==> src/rtl/seg_scan_decoder.sv <==
// seg_scan_decoder: decodes a multiplexed 7-segment bus back to a debounced 4-digit BCD frame
module seg_scan_decoder #(
  parameter int STABLE_CYCLES  = 4,
  parameter int TIMEOUT_CYCLES = 1000000
) (
  input  logic       clk,
  input  logic       rst_n,
  input  logic [6:0] seg,
  input  logic [3:0] an,
  output logic [3:0] digit0,
  output logic [3:0] digit1,
  output logic [3:0] digit2,
  output logic [3:0] digit3,
  output logic       frame_valid,
  output logic       frame_err,
  output logic       timeout
);
  localparam int CW = $clog2(STABLE_CYCLES + 1);
  localparam int IW = $clog2(TIMEOUT_CYCLES);
  typedef enum logic [1:0] {WAIT, COUNT, HELD} state_t;
  function automatic logic [3:0] decode(input logic [6:0] s);
    case (s)
      7'b1111110: return 4'd0;
      7'b0110000: return 4'd1;
      7'b1101101: return 4'd2;
      7'b1111001: return 4'd3;
      7'b0110011: return 4'd4;
      7'b1011011: return 4'd5;
      7'b1011111: return 4'd6;
      7'b1110000: return 4'd7;
      7'b1111111: return 4'd8;
      7'b1111011: return 4'd9;
      default:    return 4'hF;
    endcase
  endfunction
  logic [10:0]     sync1_q, sync2_q;
  state_t          state_q, state_d;
  logic [CW-1:0]   cnt_q, cnt_d;
  logic [10:0]     ref_q, ref_d;
  logic [3:0][3:0] shadow_q, shadow_d;
  logic [3:0]      seen_q, seen_d;
  logic            err_acc_q, err_acc_d;
  logic [IW-1:0]   idle_q, idle_d;
  logic [3:0][3:0] digits_q, digits_d;
  logic            frame_valid_q, frame_valid_d;
  logic            frame_err_q, frame_err_d;
  logic            timeout_q, timeout_d;
  logic [3:0]      s_an;
  logic [6:0]      s_seg;
  logic            one_hot, capture;
  logic [1:0]      idx;
  logic [3:0]      dec;
  assign s_an    = sync2_q[10:7];
  assign s_seg   = sync2_q[6:0];
  assign one_hot = (s_an != 4'd0) && ((s_an & (s_an - 4'd1)) == 4'd0);
  assign idx     = {s_an[3] | s_an[2], s_an[3] | s_an[1]};
  assign dec     = decode(s_seg);
  always_comb begin
    state_d = state_q;
    cnt_d   = cnt_q;
    ref_d   = ref_q;
    capture = 1'b0;
    if (state_q == WAIT || sync2_q != ref_q) begin
      state_d = one_hot ? COUNT : WAIT;
      cnt_d   = one_hot ? CW'(1) : CW'(0);
      ref_d   = one_hot ? sync2_q : ref_q;
    end else if (state_q == COUNT) begin
      cnt_d = cnt_q + CW'(1);
      if (cnt_d == CW'(STABLE_CYCLES)) begin
        capture = 1'b1;
        state_d = HELD;
      end
    end
  end
  always_comb begin
    shadow_d      = shadow_q;
    seen_d        = seen_q;
    err_acc_d     = err_acc_q;
    digits_d      = digits_q;
    frame_err_d   = frame_err_q;
    frame_valid_d = 1'b0;
    timeout_d     = 1'b0;
    idle_d        = idle_q + IW'(1);
    if (capture) begin
      shadow_d[idx] = dec;
      seen_d[idx]   = 1'b1;
      err_acc_d     = err_acc_q | (dec == 4'hF);
      idle_d        = '0;
      if (&seen_d) begin
        digits_d      = shadow_d;
        frame_err_d   = err_acc_d;
        frame_valid_d = 1'b1;
        seen_d        = '0;
        err_acc_d     = 1'b0;
      end
    end else if (idle_q == IW'(TIMEOUT_CYCLES - 1)) begin
      seen_d    = '0;
      err_acc_d = 1'b0;
      timeout_d = 1'b1;
      idle_d    = '0;
    end
  end
  always_ff @(posedge clk or negedge rst_n) begin
    if (!rst_n) begin
      sync1_q       <= '0;
      sync2_q       <= '0;
      state_q       <= WAIT;
      cnt_q         <= '0;
      ref_q         <= '0;
      shadow_q      <= '0;
      seen_q        <= '0;
      err_acc_q     <= 1'b0;
      idle_q        <= '0;
      digits_q      <= '0;
      frame_valid_q <= 1'b0;
      frame_err_q   <= 1'b0;
      timeout_q     <= 1'b0;
    end else begin
      sync1_q       <= {an, seg};
      sync2_q       <= sync1_q;
      state_q       <= state_d;
      cnt_q         <= cnt_d;
      ref_q         <= ref_d;
      shadow_q      <= shadow_d;
      seen_q        <= seen_d;
      err_acc_q     <= err_acc_d;
      idle_q        <= idle_d;
      digits_q      <= digits_d;
      frame_valid_q <= frame_valid_d;
      frame_err_q   <= frame_err_d;
      timeout_q     <= timeout_d;
    end
  end
  assign digit0      = digits_q[0];
  assign digit1      = digits_q[1];
  assign digit2      = digits_q[2];
  assign digit3      = digits_q[3];
  assign frame_valid = frame_valid_q;
  assign frame_err   = frame_err_q;
  assign timeout     = timeout_q;
endmodule

==> config.mk <==
export PLATFORM = sky130hd
export DESIGN_NAME = seg_scan_decoder
export DESIGN_NICKNAME = d
export VERILOG_FILES = /design/src/rtl/seg_scan_decoder.sv
export SDC_FILE = /design/constraint.sdc
export NUM_CORES = 1
export LEC_CHECK = 0
export CORE_ASPECT_RATIO = 1.2
export CORE_UTILIZATION = 33
export DETAILED_ROUTE_END_ITERATION = 10
export PLACE_DENSITY_LB_ADDON = 0.25
export SYNTH_ARGS = -nofsm -noshare
export SYNTH_HDL_FRONTEND = slang
export SYNTH_SLANG_ARGS = --single-unit
==> constraint.sdc <==
create_clock -name clk -period 2.3 [get_ports clk]
set_clock_uncertainty 0.05 [all_clocks]
set_input_delay 0.46 -clock clk [delete_from_list [all_inputs] [get_ports clk]]
set_output_delay 0.46 -clock clk [all_outputs]
set_load 0.005 [all_outputs]
# Word-level counts from Yosys, hierarchy flattened
# Cells that the tools add are included.
[op_classes]
order_cmp = 2
add_sub_neg = 3
reduce_logical = 13
mux = 28
eq_ne = 15
n_bitwise = 5
[op_table]
columns = ["op", "count"]
rows = [
  ["$eq A7 B7 Y1 const B", 8],
  ["$mux W20", 2],
  ["$pmux W4 S10", 1],
  ["$add A20 B1 Y20 const B", 1],
  ["$eq A20 B20 Y1 const B", 1],
  ["$bwmux W16", 1],
  ["$mux W4", 4],
  ["$eq A7 B6 Y1 const B", 2],
  ["$mux W1", 13],
  ["$ne A11 B11 Y1", 1],
  ["$demux W4 S2", 1],
  ["$mux W2", 3],
  ["$mux W3", 2],
  ["$reduce_bool A2 Y1", 3],
  ["$reduce_and A5 Y1", 1],
  ["$and A4 B4 Y4", 1],
  ["$eq A4 B4 Y1 const B", 1],
  ["$logic_not A4 Y1", 1],
  ["$or A4 B4 Y4", 1],
  ["$reduce_and A2 Y1", 2],
  ["$reduce_and A4 Y1", 1],
  ["$reduce_bool A4 Y1", 1],
  ["$sub A4 B1 Y4 const B", 1],
  ["$add A3 B1 Y3 const B", 1],
  ["9 further kinds", 12],
]
[word_totals]
out_inout_bits = 19
regBits = 98
word_cells = 85
input_bits = 13

# Logic depth before layout (Yosys ltp)
# Gate-level depths: netlist (run 1).
[logic_depth]
word_depth = 9
depth_mapped = 8
ltp_nobuf = 6

# Least setup slack after synthesis (run 1)
# Ideal clock, no wire load.
[synth_path]
path_type = "reg2reg"
startpoint = "reg sync2_q[3]"
endpoint = "reg digits_q, in the netlist digit0[2]"
period_less_slack_ns = 2.316
setup_slack_ns = -0.016
setup_ns = 0.125
stages_incl_launch_ff = 9
t_required_ns = 2.125
path_buffers = 3
arrival_time_ns = 2.140
path_cell_list = "dfrtp_1 > buf_6 > xnor2_2 > o2111ai_1 > or3_1 > buf_6 > nor3_4 > buf_12 > mux2_4"
[synth_between]
elab_chain_len = 4
elab_cells_between_ends = 16
cone_classes = "11 x eq/ne; 3 x mux; 2 x reduce/logical"
[synth_rtl]
columns = ["item", "line_no", "rtl"]
rows = [
  ["from (decl)", "36", "logic [10:0] sync1_q, sync2_q;"],
  ["from (signal assigned)", "120", "sync2_q <= sync1_q;"],
  ["$ne A11 B11 Y1", "63", "if (state_q == WAIT || sync2_q != ref_q) begin"],
  ["$logic_or A1 B1 Y1", "63", ""],
  ["$mux W1", "63", ""],
  ["$reduce_and A5 Y1 (no line)", "-", ""],
  ["to (signal assigned)", "128", "digits_q <= digits_d;"],
  ["to (decl)", "44", "logic [3:0][3:0] digits_q, digits_d;"],
]
# Parallel ways exist; a longest one is shown, timed or not.
# A chain may end at the register's enable or synchronous reset.

# Final worst setup path (run 1)
[layout_path]
startpoint = "reg sync2_q[6]"
endpoint = "reg digits_q, in the netlist digit0[0]"
# Same word-level chain as after synthesis.

==> results of run 1 <==
[power breakdown]
part / internal [W] / switching (W)
Sequential: 0.00178 / 0.0000511
Clock: 0.000873 / 0.000657
Combinational: 0.000161 / 0.000153
Total: 0.00281 / 0.000861
[synth_stat cells (all sizes together) (4+ instances only)]
| master | n |
|---|---|
| nand2 | 26 |
| mux2 | 43 |
| nor2 | 34 |
| xnor2 | 20 |
| nor3 | 8 |
| nand4 | 10 |
| dfrtp | 98 |
| xor2 | 12 |
| nor2b | 4 |
| a31o | 4 |
| nand3 | 8 |
| or3 | 8 |
| a21oi | 9 |
| and2 | 11 |
| and3 | 4 |
| buf | 13 |
| o31ai | 4 |
| inv | 4 |
| o21ai | 11 |
[layer usage]
metal	share of wire [%]	routed length (microns)	global-route usage, %	vias up
li1	-	-	-	1438
met1	46	4190	18.43	1514
met2	49	4486	22.30	70
met3	3.9	354	2.797	9
met4	1.7	158	6.200	0
met5	0	0	0	-
[kinds of logic after synthesis]
logic type	after synthesis	share of synthesized area, %
AND/OR/NAND/NOR	134	16.43
AO/OA/AOI/OAI	44	6.772
adder cells (fa/ha/maj)	3	0.8327
XOR/XNOR	32	6.717
buffers and inverters	20	2.997
flip-flops	98	54.40
multiplexers	45	11.85
[cell type report]
cell class / instances / area [sq um] / area share [%]
repair buffers: 62 / 615.6 / 10.96
well taps: 168 / 210.2 / 3.743
clock inverters: 6 / 63.81 / 1.136
inverters: 4 / 15.01 / 0.2674
clock buffers: 10 / 239.0 / 4.256
multi-input cells: 258 / 2017 / 35.92
flip-flops and latches: 98 / 2455 / 43.72
[state kept, by name, indices dropped and copies added, names as in the netlist]
signal       cells
idle_q          20
shadow_q        16
ref_q           11
sync1_q         11
sync2_q         11
digit0           4
digit1           4
digit2           4
digit3           4
seen_q           4
cnt_q            3
state_q          2
err_acc_q        1
frame_err        1
frame_valid      1
timeout          1
[what timing repair did]
item	4_1_cts	5_1_grt
endpoints found under the hold margin	24	0
buffers inserted	0	4
hold buffers	1	0
resized for setup	0	24
endpoints found under the setup margin	0	32
[worst max-delay path, delay by kind of cell (launching register included)]
kind	cells	cell delay (ns)
simple gates	3	0.87
flops	1	0.40
mux	1	0.33
xor+xnor	1	0.23
buf+inv	2	0.29
[how the worst max path moves through the flow]
stage                      to  slack, ns         from
detailed placement  digit1[1]       0.03   sync2_q[3]
finish              digit0[0]       0.03   sync2_q[6]
global route        digit2[0]      -0.02   sync2_q[6]
CTS                 digit1[1]       0.02   sync2_q[3]
global placement    digit1[0]       0.04  sync2_q[10]
floorplan           digit0[2]      -0.02   sync2_q[3]
[metrics by stage]
step / utilization, % / std cells
6_report: 42.24 / 606
5_1_grt: 42.24 / 606
4_1_cts: 40.80 / 600
3_5_place_dp: 38.44 / 583
3_3_place_gp: 38.44 / 583
2_1_floorplan: - / 376
==> results.txt, run 1 <==
----------------------------------------------------
[Floorplanning]
  Die area ... 14130 sq um
  Initial standard-cell utilization of the core ... between 30% and 40%
  Boundary Pins ... 32
  Overall die width ... roughly 110 microns
  Height of the die ... roughly 130 microns
  Number of placement rows ... 46
  Area of the placeable core ... about 13000 sq um

[Power]
  Leakage power summed over all cells ... 2.468 nW
  Peak supply drop ... ~0.37 mV
  Power per unit of standard cell area ... 654.0 nW/um^2
  Final total power ... 0.003673 W

[Routing]
  Remaining number of nets flagged by the antenna check after routing ... 0
  Overall routed net length ... around 9200 microns
  First-pass DRT Iterations ... 7
  Average via count per standard cell ... around 5
  Initial DRC count ... between 100 and 150
  Number of remaining DRC errors ... 0
  Detail-routed net length per standard cell ... 15.16 microns
  Routed via count ... 3031

[Cells and area]
  Nets ... about 450
  Fraction of layout instances using a drive strength above 1 ... 29.45%
  ANT cells ... 0
  Most frequent cells in the layout ... 96 x sky130_fd_sc_hd__dfrtp_1, 35 x sky130_fd_sc_hd__mux2_2, 34 x sky130_fd_sc_hd__nor2_1
  Area added between synthesis and finish ... 24.56%
  Post-Layout Inst Area ... ~5600 sq um
  Fill cell total of the finished layout ... 1245
  Most common library cell in the layout ignoring fill and taps ... sky130_fd_sc_hd__dfrtp_1

[Global route]
  Remaining Overflow, GRT ... 0
  Pin count of the biggest net entering global routing ... between 40 and 50
  Total track usage ... roughly 14%
  Number of antenna violations at the first check in global routing ... 0
  Vias in the first global route ... between 2000 and 3000
  First-pass GRT wire length ... approximately 15000 microns

[Synthesis]
  Fraction of the yosys area taken by sequential cells ... ~54%
  Net count after synthesis ... between 300 and 400
  Yosys warns ... 0
  Library cell with the largest summed area after synthesis ... sky130_fd_sc_hd__dfrtp_1
  Distinct cells, synth ... 58
  Mapped Avg Cell Area ... approximately 12 sq um
  Number of instances in the synthesized netlist ... 376
  Leading cell types by total area after synthesis ... sky130_fd_sc_hd__dfrtp_1 54%, sky130_fd_sc_hd__mux2_2 8.7%, sky130_fd_sc_hd__xnor2_1 3.3%, sky130_fd_sc_hd__nor2_1 2.8%, sky130_fd_sc_hd__mux2_4 2.7%
  Fraction of post-synthesis cell area in the top cell type by area ... a little over half
  Number of enable flip-flop cells after synthesis ... 0
  Cell area after synthesis ... ~4500 sq um
  Ys flop type ... sky130_fd_sc_hd__dfrtp_1
  Share of synthesized registers carrying an async set or reset ... 100.0%
  Number of register bits inferred by synthesis ... 98

[Worst setup path]
  Maximum fanout along the worst path ... 5
  Data required, critical path ... 2.48 ns
  Critical path start-end classification ... register to register
  Crit path cell chain ... xnor2_2 > nand4_1 > or3_4 > nor3_4 > buf_12 > clkbuf_16 > mux2_2
  Data arrival time of the critical path ... about 2.5 ns
  Worst r2r src ... sync2_q[6]
  Slowest cell on crit path ... sky130_fd_sc_hd__or3_4
  Reg2Reg Depth ... 7
  Delay of the slowest cell on the worst path ... ~0.46 ns
  Nature of the critical path endpoint ... register
  Setup slack, reg-to-reg ... 0.03 ns
  Capture instance of the worst register-to-register path ... digit0[0]
  Worst Setup Start Kind ... register

[Timing]
  Normalized max-slew margin ... approximately 64%
  Number of failing setup endpoints in the final timing report ... 0
  Max Freq ... 439.7 MHz
  Time the worst path needs with I/O delays and setup ... around 2.3 ns
  Worst-case setup margin in the final layout ... between 0.02 and 0.03 ns
  Smallest hold slack ... between 0.2 and 0.3 ns
  Final clock period utilization by the worst path ... 98.89%
  Setup TNS ... 0 ns
  Count of final max-slew check failures ... 0
  Worst Max-Slew Pin Slew ... 0.5341 ns
  Count of final hold-check violations ... 0

[Place]
  Worst slack at placement ... just over 0.03 ns
  Port-buffer cells ... 31
  Post-detailed-placement half-perimeter wirelength ... around 6200 microns
  Placed Instance Area ... around 5100 sq um
  Placer's final routability congestion estimate ... between 0.7 and 0.8

[Min path]
  HP Class ... register to register
  Number of stages on the worst hold path ... 0
  Hold path start ... sync1_q[0]
  Worst hold endpoint ... sync2_q[0]

[CTS]
  Clock tree from TritonCTS ... yes
  Clock transition at the registers of the reported paths ... around 0.070 ns
  Sinks on the clock net ... 98
  Max Root-Sink Buffers ... 2
  Total number of H-tree levels ... 3
  Clock latency at the later pin of the worst-skew pair ... 0.34 ns
  CTS buffer count ... 9
  Root buffer cell ... sky130_fd_sc_hd__clkbuf_16

[Status]
  Status ... finished, final reports clean

[Run]
  MaxCap Viol Count ... 0

----------------------------------------------------
Power figures use the tool's default switching activity.
==> run 2, diff against run 1 <==
--- a/config.mk
+++ b/config.mk
@@ -7,6 +7,7 @@
 export LEC_CHECK = 0
 export CORE_ASPECT_RATIO = 1.2
 export CORE_UTILIZATION = 33
+export CTS_BUF_LIST = sky130_fd_sc_hd__clkbuf_8
 export DETAILED_ROUTE_END_ITERATION = 10
 export PLACE_DENSITY_LB_ADDON = 0.25
 export SYNTH_ARGS = -nofsm -noshare
==> results.txt, run 2 (synthesized netlist as in run 1, its figures left out) <==
----------------------------------------------------
[Status]
  Status ... finished, final reports clean

[Cells and area]
  Post-Layout Inst Area ... 5354 sq um (-4.7%)
  ANT cells ... 0 (unchanged)
  Area added between synthesis and finish ... 18.76%
  Nets ... 443 (-1.3%)
  Fraction of layout instances using a drive strength above 1 ... 26.16% (-3.3 points)
  Largest registers ranked by flip-flop count ... idle_q: 20 flops, shadow_q: 16 flops
  Fill cell total of the finished layout ... 1270 (+2.0%)
  Most frequent cells in the layout ... 96 x sky130_fd_sc_hd__dfrtp_1, 35 x sky130_fd_sc_hd__mux2_2, 34 x sky130_fd_sc_hd__nor2_1
  Reg with most FFs ... idle_q
  Core occupancy in the finished layout ... 40.27% (-2.0 points)
  Max FFs per register ... 20 (unchanged)
  Most common library cell in the layout ignoring fill and taps ... sky130_fd_sc_hd__dfrtp_1

[Routing]
  Average via count per standard cell ... 4.957 (-0.90%)
  Initial DRC count ... 116 (-15%)
  Overall routed net length ... 8698 microns (-5.3%)
  Routed via count ... 2974 (-1.9%)
  First-pass DRT Iterations ... 4 (-3)
  Number of remaining DRC errors ... 0 (unchanged)
  Detail-routed net length per standard cell ... 14.50 microns (-4.4%)
  Remaining number of nets flagged by the antenna check after routing ... 0 (unchanged)

[CTS]
  Sinks on the clock net ... 98 (unchanged)
  Number of buffers inserted by post-CTS setup repair ... 0 (unchanged)
  Root buffer cell ... sky130_fd_sc_hd__clkbuf_8
  Clock latency at the later pin of the worst-skew pair ... 0.37 ns (+0.03 ns)
  Max Root-Sink Buffers ... 2 (unchanged)
  Clock transition at the registers of the reported paths ... 0.10 ns (+0.03 ns)
  Total number of H-tree levels ... 3 (unchanged)
  CTS buffer count ... 9 (unchanged)
  Clock tree from TritonCTS ... yes

[Timing]
  Final clock period utilization by the worst path ... 96.19% (-2.7 points)
  Max Freq ... 452.0 MHz (+2.8%)
  Setup TNS ... 0 ns (unchanged)
  Worst Max-Slew Pin Slew ... 0.5355 ns (+0.001381 ns)
  Number of failing setup endpoints in the final timing report ... 0 (unchanged)
  Count of final max-slew check failures ... 0 (unchanged)
  Normalized max-slew margin ... 64.03% (-0.093 points)
  Count of final hold-check violations ... 0 (unchanged)
  Worst-case setup margin in the final layout ... 0.08772 ns (+0.06219 ns)
  Time the worst path needs with I/O delays and setup ... 2.212 ns (-0.06219 ns)
  RSZ-0062 raised after global routing ... false

[Floorplanning]
  Height of the die ... 130.0 microns (unchanged)
  Number of placement rows ... 46 (unchanged)
  Area of the placeable core ... 13300 sq um (unchanged)
  Boundary Pins ... 32 (unchanged)
  Overall die width ... 108.7 microns (unchanged)
  Die area ... 14130 sq um (unchanged)
  Initial standard-cell utilization of the core ... 33.91% (unchanged)

[Worst setup path]
  Number of buffer and inverter stages on the critical path ... 1 (-1)
  Slowest cell on crit path ... sky130_fd_sc_hd__dfrtp_1
  Crit path cell chain ... xnor2_1 > nand4_1 > or3_4 > nor3_4 > buf_12 > mux2_2
  Path length in cells of the critical path ... 6 (-1)
  Nature of the critical path endpoint ... register
  Maximum fanout along the worst path ... 18 (+13)
  Cell type group with the largest total delay on the critical path ... simple AND/OR/NAND/NOR gates
  Worst Setup Start Kind ... register
  Data required, critical path ... 2.52 ns (+0.04 ns)
  Reg2Reg Depth ... 6 (-1)
  Critical path start-end classification ... register to register
  Delay of the slowest cell on the worst path ... 0.41 ns (-0.05 ns)
  Data arrival time of the critical path ... 2.43 ns (-0.03 ns)

[Global route]
  Total track usage ... 13.89% (-0.11 points)
  Remaining Overflow, GRT ... 0 (unchanged)
  First-pass GRT wire length ... 14780 microns (-0.56%)
  Number of antenna violations at the first check in global routing ... 0 (unchanged)
  Pin count of the biggest net entering global routing ... 48 (unchanged)
  Vias in the first global route ... 2878 (-0.38%)

[Power]
  Leakage power summed over all cells ... 2.337 nW (-5.3%)
  Peak supply drop ... 0.3131 mV (-16%)
  Power per unit of standard cell area ... 605.2 nW/um^2 (-7.5%)

[Place]
  Worst slack at placement ... 0.03105 ns (unchanged)
  Placed Instance Area ... 5111 sq um (unchanged)
  Placer's final routability congestion estimate ... 0.7446 (unchanged)
  Post-detailed-placement half-perimeter wirelength ... 6202 microns (unchanged)
  Port-buffer cells ... 31 (unchanged)

[Run]
  MaxCap Viol Count ... 0 (unchanged)

[Min path]
  Number of stages on the worst hold path ... 0 (unchanged)
  HP Class ... register to register

----------------------------------------------------
[run 2: changes by cell type in the layout (fill, tap and decap cells not counted)]
cell                        delta
sky130_fd_sc_hd__and2_1        +1
sky130_fd_sc_hd__and2_4        -1
sky130_fd_sc_hd__buf_12        -1
sky130_fd_sc_hd__buf_4         -3
sky130_fd_sc_hd__o2111ai_2     -1
sky130_fd_sc_hd__clkbuf_8      +9
sky130_fd_sc_hd__xnor2_1       +7
sky130_fd_sc_hd__xnor2_2       -7
sky130_fd_sc_hd__nor4bb_1      +1
sky130_fd_sc_hd__nor4bb_2      -1
sky130_fd_sc_hd__o2111ai_1     +1
sky130_fd_sc_hd__clkbuf_16    -11
[run 2: per-stage QoR]
step                      power [W]  hold WS, ns  instances
after CTS                  0.003289       0.3072        600
final                      0.003240       0.3044        600
after detailed placement   0.002131       0.2847        583
after global placement     0.002126       0.2822        583
after floorplan            0.002014       0.1144        376
after global routing       0.003398       0.3113        600
[run 2: path summary, 6_finish.rpt]
check / start / end / slack (ns)
max in group asynchronous: rst_n / shadow_q[3] / 1.04
hold / removal: sync1_q[0] / sync2_q[0] / 0.30
setup / recovery: sync2_q[10] / digit1[1] / 0.09
min in group asynchronous: rst_n / idle_q[13] / 0.49
setup reg to reg: sync2_q[10] / digit1[1] / 0.09
hold reg to reg: sync1_q[0] / sync2_q[0] / 0.30
[run 2: timing repair]
| action | 4_1_cts | 5_1_grt |
|---|---|---|
| hold buffers | 1 | 0 |
| hold endpoints to repair | 27 | 0 |
| gates resized for setup | 0 | 14 |
| endpoints found under the setup margin | 0 | 32 |
[run 2: layout make-up]
type                       count  area, sq um  share of cell area, %
sequential                    98         2455                  45.85
multi-input combinational    258         1949                  36.41
inverter                       4        15.01                 0.2804
clock buffer                  10        137.6                  2.571
tap                          168        210.2                  3.926
timing repair buffer          56        523.0                  9.769
clock inverter                 6        63.81                  1.192
[run 2: report_power, final]
| part | leakage, nW | switching, W | internal, W |
|---|---|---|---|
| clock | 0.0987 | 0.000607 | 0.000532 |
| sequential | 1.27 | 0.0000424 | 0.00178 |
| combinational | 0.965 | 0.000147 | 0.000136 |
| total | 2.34 | 0.000796 | 0.00244 |
[run 2: metal layers]
layer	part of all wire, %	up-vias	GRT usage (%)
met4	2.3	0	6.995
met5	0	-	0
li1	-	1422	-
met2	47	69	21.85
met1	47	1467	18.37
met3	3.9	16	2.498
==> run 3, diff against run 2 <==
--- a/config.mk
+++ b/config.mk
@@ -6,7 +6,7 @@
 export NUM_CORES = 1
 export LEC_CHECK = 0
 export CORE_ASPECT_RATIO = 1.2
-export CORE_UTILIZATION = 33
+export CORE_UTILIZATION = 55
 export CTS_BUF_LIST = sky130_fd_sc_hd__clkbuf_8
 export DETAILED_ROUTE_END_ITERATION = 10
 export PLACE_DENSITY_LB_ADDON = 0.25
==> results.txt, run 3 (synthesized netlist as in run 1, its figures left out) <==
----------------------------------------------------
[Status]
  Status ... complete, but fails checks
  Violated checks ... DRC

[Worst setup path]
  Slowest cell on crit path ... sky130_fd_sc_hd__or3_1
  Cell type group with the largest total delay on the critical path ... simple AND/OR/NAND/NOR gates
  Worst Setup Start Kind ... register
  Setup slack, reg-to-reg ... 0.06 ns (-0.03 ns)
  Maximum fanout along the worst path ... 12 (-6)
  Nature of the critical path endpoint ... register
  Path length in cells of the critical path ... 6 (unchanged)
  Number of buffer and inverter stages on the critical path ... 1 (unchanged)
  Critical path start-end classification ... register to register
  Crit path cell chain ... xnor2_1 > nand4_1 > or3_1 > buf_4 > and2_2 > mux2_2
  Delay of the slowest cell on the worst path ... 0.44 ns (+0.03 ns)
  Data required, critical path ... 2.49 ns (-0.03 ns)
  Reg2Reg Depth ... 6 (unchanged)
  Data arrival time of the critical path ... 2.44 ns (about the same)

[Timing]
  Smallest hold slack ... 0.3048 ns (+0.0003710 ns)
  Max Freq ... 445.5 MHz (-1.4%)
  Count of final max-slew check failures ... 0 (unchanged)
  Number of failing setup endpoints in the final timing report ... 0 (unchanged)
  Normalized max-slew margin ... 66.27% (+2.2 points)
  Setup TNS ... 0 ns (unchanged)
  Final clock period utilization by the worst path ... 97.60% (+1.4 points)
  Worst Max-Slew Pin Slew ... 0.5020 ns (-0.03348 ns)
  Time the worst path needs with I/O delays and setup ... 2.245 ns (+0.03248 ns)
  Count of final hold-check violations ... 0 (unchanged)

[Place]
  Port-buffer cells ... 31 (unchanged)
  Placer's final routability congestion estimate ... 0.8642 (+16%)
  Post-detailed-placement half-perimeter wirelength ... 5774 microns (-6.9%)
  Cell total after placement ... 506 (-13%)

[Cells and area]
  Most common library cell in the layout ignoring fill and taps ... sky130_fd_sc_hd__dfrtp_1
  Max FFs per register ... 20 (unchanged)
  Final instance count without filler cells ... 522 (-13%)
  ANT cells ... 0 (unchanged)
  Reg with most FFs ... idle_q
  Largest registers ranked by flip-flop count ... idle_q: 20 flops, shadow_q: 16 flops
  Area added between synthesis and finish ... 16.54%
  Fraction of layout instances using a drive strength above 1 ... 25.81% (-0.34 points)
  Nets ... 442 (-0.23%)
  Most frequent cells in the layout ... 96 x sky130_fd_sc_hd__dfrtp_1, 35 x sky130_fd_sc_hd__mux2_2, 34 x sky130_fd_sc_hd__nor2_1

[Routing]
  Remaining number of nets flagged by the antenna check after routing ... 0 (unchanged)
  Overall routed net length ... 8264 microns (-5.0%)
  Routed via count ... 2940 (-1.1%)
  Initial DRC count ... 160 (+38%)
  Number of remaining DRC errors ... 3 (+3)
  First-pass DRT Iterations ... 7 (+3)
  Average via count per standard cell ... 5.632 (+14%)
  Detail-routed net length per standard cell ... 15.83 microns (+9.2%)

[CTS]
  Clock latency at the later pin of the worst-skew pair ... 0.36 ns (about the same)
  Clock transition at the registers of the reported paths ... 0.09 ns (about the same)
  Number of buffers inserted by post-CTS setup repair ... 0 (unchanged)
  Root buffer cell ... sky130_fd_sc_hd__clkbuf_8
  Total number of H-tree levels ... 3 (unchanged)
  Sinks on the clock net ... 98 (unchanged)
  Max Root-Sink Buffers ... 2 (unchanged)
  Clock tree from TritonCTS ... yes
  CTS buffer count ... 9 (unchanged)

[Power]
  Leakage power summed over all cells ... 2.340 nW (+0.11%)
  Power per unit of standard cell area ... 614.0 nW/um^2 (+1.5%)
  Final total power ... 0.003226 W (-0.44%)
  Peak supply drop ... 0.6857 mV (+120%)

[Global route]
  Met1 Resource Use GR ... 27.63% (+9.3 points)
  Pin count of the biggest net entering global routing ... 62 (+29%)
  M2 GR Usage ... 35.46% (+14 points)
  First-pass GRT wire length ... 14000 microns (-5.3%)
  Remaining Overflow, GRT ... 0 (unchanged)
  Vias in the first global route ... 2929 (+1.8%)
  Total track usage ... 21.30% (+7.4 points)
  Number of antenna violations at the first check in global routing ... 0 (unchanged)
  Met3 global-route usage ... 3.586% (+1.1 points)
  Busiest layer in global routing ... met2

[Floorplanning]
  Number of placement rows ... 35 (-24%)
  Die area ... 8564 sq um (-39%)
  Overall die width ... 84.65 microns (-22%)
  Initial standard-cell utilization of the core ... 57.83% (+24 points)
  Boundary Pins ... 32 (unchanged)
  Height of the die ... 101.2 microns (-22%)
  Area of the placeable core ... 7795 sq um (-41%)

[Min path]
  HP Class ... register to register
  Number of stages on the worst hold path ... 0 (unchanged)

[Run]
  MaxCap Viol Count ... 0 (unchanged)

----------------------------------------------------
## run 3: cell count changes in the layout (fill, tap and decap cells not counted), sizes merged
cell	previous run	this run
clkinv	2	1
buf	25	24
clkbuf	10	9
clkinvlp	2	1
inv	5	7
## run 3: report_power, final
group | leakage (nW) | internal [W] | switching, W
combinational | 0.969 | 0.000139 | 0.000143
sequential | 1.27 | 0.00178 | 0.0000491
clock | 0.0967 | 0.000511 | 0.000608
## run 3: cell type report
cell class	instances	area (sq um)
Clock inverter	6	72.57
Clock buffer	9	123.9
Fill cell	591	2541
Inverter	4	15.01
Timing Repair Buffer	55	515.5
Tap cell	92	115.1
Multi-Input combinational cell	258	1957
Sequential cell	98	2455
## run 3: final timing paths
check                      startpoint         end
max                          ref_q[0]    ref_q[0]
max reg2reg                  ref_q[0]    ref_q[0]
max in group asynchronous       rst_n  sync2_q[5]
min                        sync1_q[5]  sync2_q[5]
min in group asynchronous       rst_n    cnt_q[2]
min reg2reg                sync1_q[5]  sync2_q[5]
## run 3: routing by layer
metal	up-vias	wire, microns
met5	-	0
met4	0	180
met3	19	237
met2	50	4096
met1	1452	3750
li1	1419	-
## run 3: stage by stage
stage | area (sq um) | utilization [%] | setup slack [ns]
3_3_place_gp | 5009 | 64.25 | 0.1078
4_1_cts | 5215 | 66.90 | 0.03614
3_5_place_dp | 5009 | 64.25 | 0.05722
5_1_grt | 5254 | 67.40 | -0.03088
2_1_floorplan | 4508 | - | -0.01557
6_report | 5254 | 67.40 | 0.05524
## run 3: what timing repair did
action	CTS	global route
hold buffers	1	0
resized for setup	0	14
setup endpoints to repair	0	42
endpoints found under the hold margin	1	0
